`config.mk`:
```
export PLATFORM = sky130hd
export DESIGN_NAME = codec_cfg_seq
export DESIGN_NICKNAME = d
export VERILOG_FILES = /design/src/rtl/codec_cfg_seq.sv
export SDC_FILE = /design/constraint.sdc
export NUM_CORES = 1
export LEC_CHECK = 0
export CAP_MARGIN = 25
export CELL_PAD_IN_SITES_DETAIL_PLACEMENT = 0
export CELL_PAD_IN_SITES_GLOBAL_PLACEMENT = 1
export CORE_UTILIZATION = 49
export CTS_CLUSTER_DIAMETER = 60
export DETAILED_ROUTE_END_ITERATION = 8
export DONT_BUFFER_PORTS = 1
export HOLD_SLACK_MARGIN = 0.1
export PLACE_DENSITY_LB_ADDON = 0.2
export SLEW_MARGIN = 20
export SYNTH_ARGS = -nofsm -noshare
export SYNTH_HDL_FRONTEND = slang
export SYNTH_SLANG_ARGS = --single-unit
```
`constraint.sdc`:
```
create_clock -name clk -period 2.4 [get_ports clk]
set_clock_uncertainty 0.2 [all_clocks]
set_input_delay 0.48 -clock clk [delete_from_list [all_inputs] [get_ports clk]]
set_output_delay 0.48 -clock clk [all_outputs]
set_load 0.01 [all_outputs]
```
`src/rtl/codec_cfg_seq.sv`:
```
// codec_cfg_seq: boot-time WM8731 configuration sequencer feeding an I2C master's DATA/GO pair.
// Writes an 11-entry register table with per-entry NACK/timeout retries and sticky done/error.
module codec_cfg_seq #(
    parameter logic [7:0] DEV_ADDR       = 8'h34,
    parameter int         NUM_REGS       = 11,
    parameter int         MAX_RETRY      = 3,
    parameter int         SETTLE_CYCLES  = 50000,
    parameter int         TIMEOUT_CYCLES = 2000000,
    parameter bit         AUTO_START     = 1'b1
) (
    input  logic        clk,
    input  logic        RESET,
    input  logic        start,
    input  logic        i2c_end,
    input  logic        i2c_ack,
    output logic [23:0] i2c_data,
    output logic        i2c_go,
    output logic        busy,
    output logic        done,
    output logic        error,
    output logic [3:0]  reg_index
);

    localparam int CNT_MAX = (SETTLE_CYCLES > TIMEOUT_CYCLES) ? SETTLE_CYCLES : TIMEOUT_CYCLES;
    localparam int CNT_W   = $clog2(CNT_MAX + 1);
    localparam int RETRY_W = (MAX_RETRY > 0) ? $clog2(MAX_RETRY + 1) : 1;

    localparam logic [CNT_W-1:0]   SETTLE_LAST  = CNT_W'(SETTLE_CYCLES - 1);
    localparam logic [CNT_W-1:0]   TIMEOUT_LAST = CNT_W'(TIMEOUT_CYCLES - 1);
    localparam logic [RETRY_W-1:0] RETRY_LIMIT  = RETRY_W'(MAX_RETRY);
    localparam logic [3:0]         LAST_INDEX   = 4'(NUM_REGS - 1);

    typedef enum logic [2:0] {
        IDLE, SETTLE, WAIT_LOW, WAIT_HIGH, CHECK, FAIL, NEXT
    } state_t;

    // NOTE: the table is a constant function, i.e. ROM logic, so there is no storage to reset.
    function automatic logic [15:0] table_entry(input logic [3:0] idx);
        logic [6:0] addr;
        logic [8:0] val;
        case (idx)
            4'd0:    begin addr = 7'd15; val = 9'h000; end
            4'd1:    begin addr = 7'd0;  val = 9'h017; end
            4'd2:    begin addr = 7'd1;  val = 9'h017; end
            4'd3:    begin addr = 7'd2;  val = 9'h079; end
            4'd4:    begin addr = 7'd3;  val = 9'h079; end
            4'd5:    begin addr = 7'd4;  val = 9'h012; end
            4'd6:    begin addr = 7'd5;  val = 9'h000; end
            4'd7:    begin addr = 7'd6;  val = 9'h000; end
            4'd8:    begin addr = 7'd7;  val = 9'h00A; end
            4'd9:    begin addr = 7'd8;  val = 9'h000; end
            default: begin addr = 7'd9;  val = 9'h001; end
        endcase
        return {addr, val};
    endfunction

    state_t               state, state_nxt;
    logic [CNT_W-1:0]     cnt;
    logic [RETRY_W-1:0]   retry;
    logic [1:0]           end_sync, ack_sync, start_sync;
    logic                 start_prev;
    logic                 auto_pending;
    logic                 end_s, ack_s, start_edge, launch;
    logic                 go_nxt, busy_nxt, load_frame;
    logic [3:0]           frame_index;

    // NOTE: non-blocking assignments so every flop samples the values from before the edge.
    // END resets high so the handshake never sees a phantom "transfer started".
    always_ff @(posedge clk or negedge RESET) begin
        if (!RESET) begin
            end_sync     <= 2'b11;
            ack_sync     <= 2'b00;
            start_sync   <= 2'b00;
            start_prev   <= 1'b0;
            auto_pending <= AUTO_START;
        end else begin
            end_sync     <= {end_sync[0], i2c_end};
            ack_sync     <= {ack_sync[0], i2c_ack};
            start_sync   <= {start_sync[0], start};
            start_prev   <= start_sync[1];
            auto_pending <= 1'b0;
        end
    end

    assign end_s      = end_sync[1];
    assign ack_s      = ack_sync[1];
    assign start_edge = start_sync[1] & ~start_prev;
    assign launch     = start_edge | auto_pending;

    always_ff @(posedge clk or negedge RESET) begin
        if (!RESET) state <= IDLE;
        else        state <= state_nxt;
    end

    // NOTE: default assignment first so no path leaves state_nxt unassigned (no latch).
    always_comb begin
        state_nxt = state;
        case (state)
            IDLE:      if (launch) state_nxt = SETTLE;
            SETTLE:    if (cnt == SETTLE_LAST) state_nxt = WAIT_LOW;
            WAIT_LOW: begin
                if (!end_s)                    state_nxt = WAIT_HIGH;
                else if (cnt == TIMEOUT_LAST)  state_nxt = FAIL;
            end
            WAIT_HIGH: begin
                if (end_s)                     state_nxt = CHECK;
                else if (cnt == TIMEOUT_LAST)  state_nxt = FAIL;
            end
            CHECK:     state_nxt = ack_s ? FAIL : NEXT;
            FAIL:      state_nxt = (retry < RETRY_LIMIT) ? SETTLE : IDLE;
            NEXT:      state_nxt = (reg_index == LAST_INDEX) ? IDLE : SETTLE;
            default:   state_nxt = IDLE;
        endcase
    end

    // GO and busy are registered from the next state so they only move on state boundaries.
    always_comb begin
        go_nxt      = (state_nxt == WAIT_LOW) || (state_nxt == WAIT_HIGH);
        busy_nxt    = (state_nxt != IDLE);
        load_frame  = (state_nxt == SETTLE) && (state != SETTLE);
        frame_index = reg_index;
        if (state == IDLE)      frame_index = 4'd0;
        else if (state == NEXT) frame_index = reg_index + 4'd1;
    end

    always_ff @(posedge clk or negedge RESET) begin
        if (!RESET) begin
            cnt       <= '0;
            retry     <= '0;
            i2c_data  <= '0;
            i2c_go    <= 1'b0;
            busy      <= 1'b0;
            done      <= 1'b0;
            error     <= 1'b0;
            reg_index <= '0;
        end else begin
            i2c_go <= go_nxt;
            busy   <= busy_nxt;

            // One counter serves settle and timeout; it restarts on each state change.
            if (state_nxt != state) cnt <= '0;
            else if (~&cnt)         cnt <= cnt + 1'b1;

            case (state)
                IDLE: if (launch) begin
                    reg_index <= '0;
                    retry     <= '0;
                    done      <= 1'b0;
                    error     <= 1'b0;
                end
                FAIL: begin
                    if (retry < RETRY_LIMIT) retry <= retry + 1'b1;
                    else                     error <= 1'b1;
                end
                NEXT: begin
                    retry <= '0;
                    if (reg_index == LAST_INDEX) done      <= 1'b1;
                    else                         reg_index <= reg_index + 4'd1;
                end
                default: ;
            endcase

            if (load_frame) i2c_data <= {DEV_ADDR, table_entry(frame_index)};
        end
    end

endmodule

```
Word level (Yosys, flattened, before mapping)
Memories as Yosys holds them, arrays and structs flattened. A register that Yosys moved wholly into a read port is not among the register bits.
Cells that the tools add are included.
{"block": "op_classes", "addsub": 3, "n_lt_le_gt_ge": 1, "n_eq_ne": 20, "mux": 24, "bitwise_logic": 3, "n_reduce_logical": 13}
{"cell": "21-bit two-way mux", "count": 2}
{"cell": "21-bit by 1-bit adder with 21-bit output (second input constant)", "count": 1}
{"cell": "21-bit by 16-bit equality test with 1-bit output (second input constant)", "count": 1}
{"cell": "21-bit equality test (second input constant)", "count": 1}
{"cell": "3-bit case mux with 7 select lines", "count": 1}
{"cell": "21-bit AND reduction", "count": 1}
{"cell": "4-bit two-way mux", "count": 4}
{"cell": "3-bit two-way mux", "count": 5}
{"cell": "3-bit by 2-bit equality test with 1-bit output (second input constant)", "count": 4}
{"cell": "2-bit inequality test (second input constant)", "count": 6}
{"cell": "3-bit AND reduction", "count": 4}
{"cell": "3-bit equality test (second input constant)", "count": 3}
{"cell": "4-bit case mux with 2 select lines", "count": 1}
{"cell": "3-bit by 1-bit equality test with 1-bit output (second input constant)", "count": 2}
{"cell": "2-bit two-way mux", "count": 3}
{"cell": "2-bit case mux with 3 select lines", "count": 1}
{"cell": "3-bit nonzero test", "count": 2}
{"cell": "1-bit two-way mux", "count": 5}
{"cell": "4-bit by 1-bit adder with 4-bit output (second input constant)", "count": 1}
{"cell": "4-bit equality test (second input constant)", "count": 1}
{"cell": "1-bit case mux with 2 select lines", "count": 2}
{"cell": "2-bit nonzero test", "count": 2}
{"cell": "3-bit logical NOT", "count": 1}
{"cell": "3-bit by 1-bit inequality test with 1-bit output (second input constant)", "count": 1}
{"cell": "9 further kinds", "count": 9}
{"block": "word_totals", "ff_bits": 59, "romBits": 176, "in_bits": 5, "output_inout_bits": 32, "wordCells": 79, "n_memories": 1}
{"memory": "(name not given)", "words": 16, "width": 11, "read_ports": 1, "rd_clocked_by_memory_dff": 1, "write_ports": 0, "line_no": "41", "source": "case (idx)"}

Longest topological paths before layout
Gate-level depths: netlist (run 1).
{"block": "logic_depth", "ltp_word": 7, "ltp_mapped": 10}

Least setup slack after synthesis (run 1)
OpenSTA, ideal clock, no wires.
{"block": "synth_path", "path_type": "flip-flop to flip-flop", "start": "register reg_index[0]", "end": "register i2c_data[10]", "setup_ns": 0.083, "t_arrival_ns": 1.920, "slack_ns": 0.197, "stages_incl_launch_ff": 9, "n_path_buf": 0, "period_less_slack_ns": 2.203, "path_cell_list": "dfrtp_1 inv_1 ha_1 nor3b_1 o21ai_0 and2_1 ha_1 mux2_2 o21ai_0"}
{"block": "synth_between", "elab_chain_cells": 5, "word_cells_on_any_way": 8, "cone_classes": "add/sub (1); eq/ne (2); mux (4); reduce/logical (1)"}
{"item": "from (decl)", "line_no": "21", "source": "output logic [3:0] reg_index"}
{"item": "from (signal assigned)", "line_no": "158", "source": "else reg_index <= reg_index + 4'd1;"}
{"item": "4-bit equality test", "line_no": "111", "source": "NEXT: state_nxt = (reg_index == LAST_INDEX) ? IDLE : SETTLE;"}
{"item": "1-bit two-way mux", "line_no": "111"}
{"item": "3-bit case mux with 7 select lines", "line_no": "98", "source": "case (state)"}
{"item": "3-bit by 1-bit equality test with 1-bit output", "line_no": "120", "source": "load_frame = (state_nxt == SETTLE) && (state != SETTLE);"}
{"item": "1-bit logical AND", "line_no": "120"}
{"item": "to (decl)", "line_no": "16", "source": "output logic [23:0] i2c_data,"}
Parallel ways exist; a longest one is shown, timed or not.
A chain may end at the register's enable or synchronous reset.

Final worst setup path (run 1)
{"block": "layout_path", "start": "register reg_index[1]", "end": "register i2c_data[10]"}
The elaborated chain is that of the path after synthesis.

==> results.sh, run 1 <==
export IMPL_status="complete, no violations"
export IMPL_coreArea_sq_mm=0.005956
export IMPL_routed_via_density=5.642
export IMPL_critPathLaunch="reg_index[1]$_DFFE_PN0P_"
export IMPL_met1_length_microns=2806
export IMPL_drc=0
export IMPL_finalSetupViolations=0
export IMPL_min_from="ack_sync[0]$_DFF_PN0_"
export IMPL_hold_path_class="flop to flop"
export IMPL_cts_tree="done"
export IMPL_wl_microns=6119
export IMPL_drt_iter0_drc=147
export IMPL_worst_ep_required_time_ns=2.43
export IMPL_top_layer="met4"
export IMPL_dieArea_sq_mm=0.006558
export IMPL_synth_cell_type_count=60
export IMPL_cts_htree_levels=2
export IMPL_worst_pin_slew_ns=0.5067
export IMPL_critPathMaxFanout=6
export IMPL_finalHoldViolCount=0
export IMPL_synth_edff_count=0
export IMPL_fin_crit_sh=0.9379
export IMPL_dp_final_hpwl_microns=4241
export IMPL_r2r_start="reg_index[1]$_DFFE_PN0P_"
export IMPL_worst_slew_margin_rel=0.6535
export IMPL_grt_pass1_wl_microns=9956
export IMPL_fillers=532
export IMPL_peakVddDrop_mv=0.5285
export IMPL_start_util=0.5132
export IMPL_critical_path_class="flop to flop"
export IMPL_wl_met3_microns=146
export IMPL_ys_seq_area_frac=0.4351
export IMPL_io_buffers=0
export IMPL_antenna_left=0
export IMPL_fp_dieH_microns=80.98
export IMPL_fin_tns_setup_ns=0
export IMPL_drive_above_1_share=0.1315
export IMPL_layout_commonest_cell="dfrtp_1"
export IMPL_area_growth_pct=8.310
export IMPL_async_flop_share=1.000
export IMPL_vias=2268
export IMPL_routedWlPerCell_microns=15.22
export IMPL_slew_viol_final=0
export IMPL_grt_max_degree=54
export IMPL_row_count=28
export IMPL_clk_pin_slew_ns=0.10
export IMPL_die_x_microns=80.98
export IMPL_p_leak_nw=1.416
export IMPL_synth_top_flop_cell="dfrtp_1"
export IMPL_clock_sinks=53
export IMPL_wl_met2_microns=3085
export IMPL_grt_setup_unrepaired="false"
export IMPL_clock_latency_ns=0.30
export IMPL_clock_path_buffers=2
export IMPL_cp_end_kind="flop"
export IMPL_syn_cell_area_sq_mm=0.003057
export IMPL_cp_arrival_ns=2.28
export IMPL_syn_inst=316
export IMPL_design_area_sq_mm=0.003311
export IMPL_overflow=0
export IMPL_mostFrequentLayoutCells="50 x dfrtp_1, 31 x nor2_1, 20 x nand2_1, 15 x buf_4"
export IMPL_fin_crit_ns=2.251
export IMPL_synth_seq_cells=53
export IMPL_routabilityCongestion=0.7962
export IMPL_postCtsSetupRepairBufs=0
export IMPL_antenna_found_initial=0
export IMPL_drtPass1Iterations=4
export IMPL_power_density_mw_per_mm2=611.1
export IMPL_ys_warn_count=0
export IMPL_cts_root_buffer="clkbuf_8"
export IMPL_cts_buffers=5
export IMPL_place_area_sq_mm=0.003114
export IMPL_n_antenna_cell=0
export IMPL_grt_use_total=0.1969
export IMPL_pin_count=37
export IMPL_grt_pass1_vias=2114
export IMPL_drv_cap=0
export IMPL_critPathLaunchType="flop"
export IMPL_instances_no_fill=402
export IMPL_fin_util=0.5559
export IMPL_finalNetCount=341
export IMPL_max_freq_mhz=444.2
export IMPL_avgSynthCellArea_sq_um=9.673
export IMPL_dp_cells=389
metal layers:
metal | up-vias | global-route usage
met5 | - | 0
met4 | 0 | 0.06250
met3 | 8 | 0.03146
met2 | 41 | 0.3437
met1 | 1096 | 0.2477
li1 | 1123 | -
final timing paths:
kind	endpoint	slack, ns	cells after the start
max reg2reg	i2c_data[10]$_DFFE_PN0P_	0.15	8
min	ack_sync[1]$_DFF_PN0_	0.15	0
min reg2reg	ack_sync[1]$_DFF_PN0_	0.15	0
max	i2c_data[10]$_DFFE_PN0P_	0.15	8
max in group asynchronous	end_sync[0]$_DFF_PN1_	1.22	2
min in group asynchronous	reg_index[2]$_DFFE_PN0P_	0.48	2
registers in the layout, summed over array words and instances (netlist names), 2 cells and up:
signal      flops
retry           2
end_sync        2
reg_index       4
state           3
cnt            21
ack_sync        2
i2c_data       11
start_sync      2
per-stage QoR:
stage	power (W)	hold WS [ns]	worst slack [ns]
after floorplan	0.001350	-0.01559	0.1972
after global placement	0.001372	-0.01450	0.1112
after detailed placement	0.001378	-0.01438	0.09640
after CTS	0.002054	0.1535	0.07370
after global routing	0.002123	0.1562	0.001848
final	0.002023	0.1481	0.1490
report_power, final:
part | internal [W] | switching [W] | total, W
Sequential | 0.000981 | 0.000114 | 0.00110
Combinational | 0.000130 | 0.000164 | 0.000294
Clock | 0.000339 | 0.000294 | 0.000634
cells in the mapped netlist (3+ instances only):
cell       n  area share
mux2_2     3       0.011
and2_1     3      0.0061
nand2_1   21       0.026
xnor2_1   14       0.040
mux2i_1    3      0.0098
dfrtp_1   50        0.41
nand3b_1   7       0.017
nand3_1   13       0.021
nor2b_1    7       0.014
ha_1      10       0.041
inv_1     10       0.012
nand4_1    7       0.014
nor3_1     4      0.0065
and3_1     4      0.0082
buf_6      4       0.015
a31oi_1    6       0.012
o21ai_0   15       0.025
o31ai_1    3      0.0074
nor4_1     4      0.0082
a211oi_1   8       0.020
a21oi_1   13       0.021
nor2_1    31       0.038
nand2b_1   4      0.0082
o211ai_1   5       0.012
buf_4     19       0.047
clkbuf_1   3      0.0037
dfstp_2    3       0.026
repair_timing:
action	4_1_cts	5_1_grt
resized for setup	0	4
setup endpoints to repair	0	7
endpoints found under the hold margin	56	0
hold buffers	5	0
layout make-up:
class / instances / area [sq um] / area share
well taps: 75 / 93.84 / 0.02834
flip-flops and latches: 53 / 1330 / 0.4017
inverters: 10 / 37.54 / 0.01134
multi-input cells: 234 / 1518 / 0.4584
clock buffers: 6 / 82.58 / 0.02494
clock inverters: 2 / 37.54 / 0.01134
repair buffers: 22 / 211.5 / 0.06387
kinds of logic (layout without fill, tap and decap cells):
kind of cell | count (synthesis) | in the layout | synth area share
flops | 53 | 53 | 0.4351
xor+xnor | 16 | 16 | 0.04585
compound gates | 70 | 70 | 0.1527
simple gates | 120 | 120 | 0.2178
fa+ha+maj | 11 | 11 | 0.04421
buf+inv | 39 | 40 | 0.08228
other cells | 1 | 11 | 0.001227
mux | 6 | 6 | 0.02088
worst max-delay path: stages, from the launching register on:
cell,delay [ns]
dfrtp_1,0.43
ha_1,0.32
nor3b_1,0.05
o21ai_0,0.12
and2_1,0.26
ha_2,0.28
nand3_1,0.10
mux2_2,0.28
o21ai_0,0.13
Power figures use the tool's default switching activity.
==> run 2: changes to the inputs <==
Settings changed: CTS_CLUSTER_SIZE set to 28.
==> results of run 2 <==
No change in the layout: final DEF, timing and power equal those of run 1.
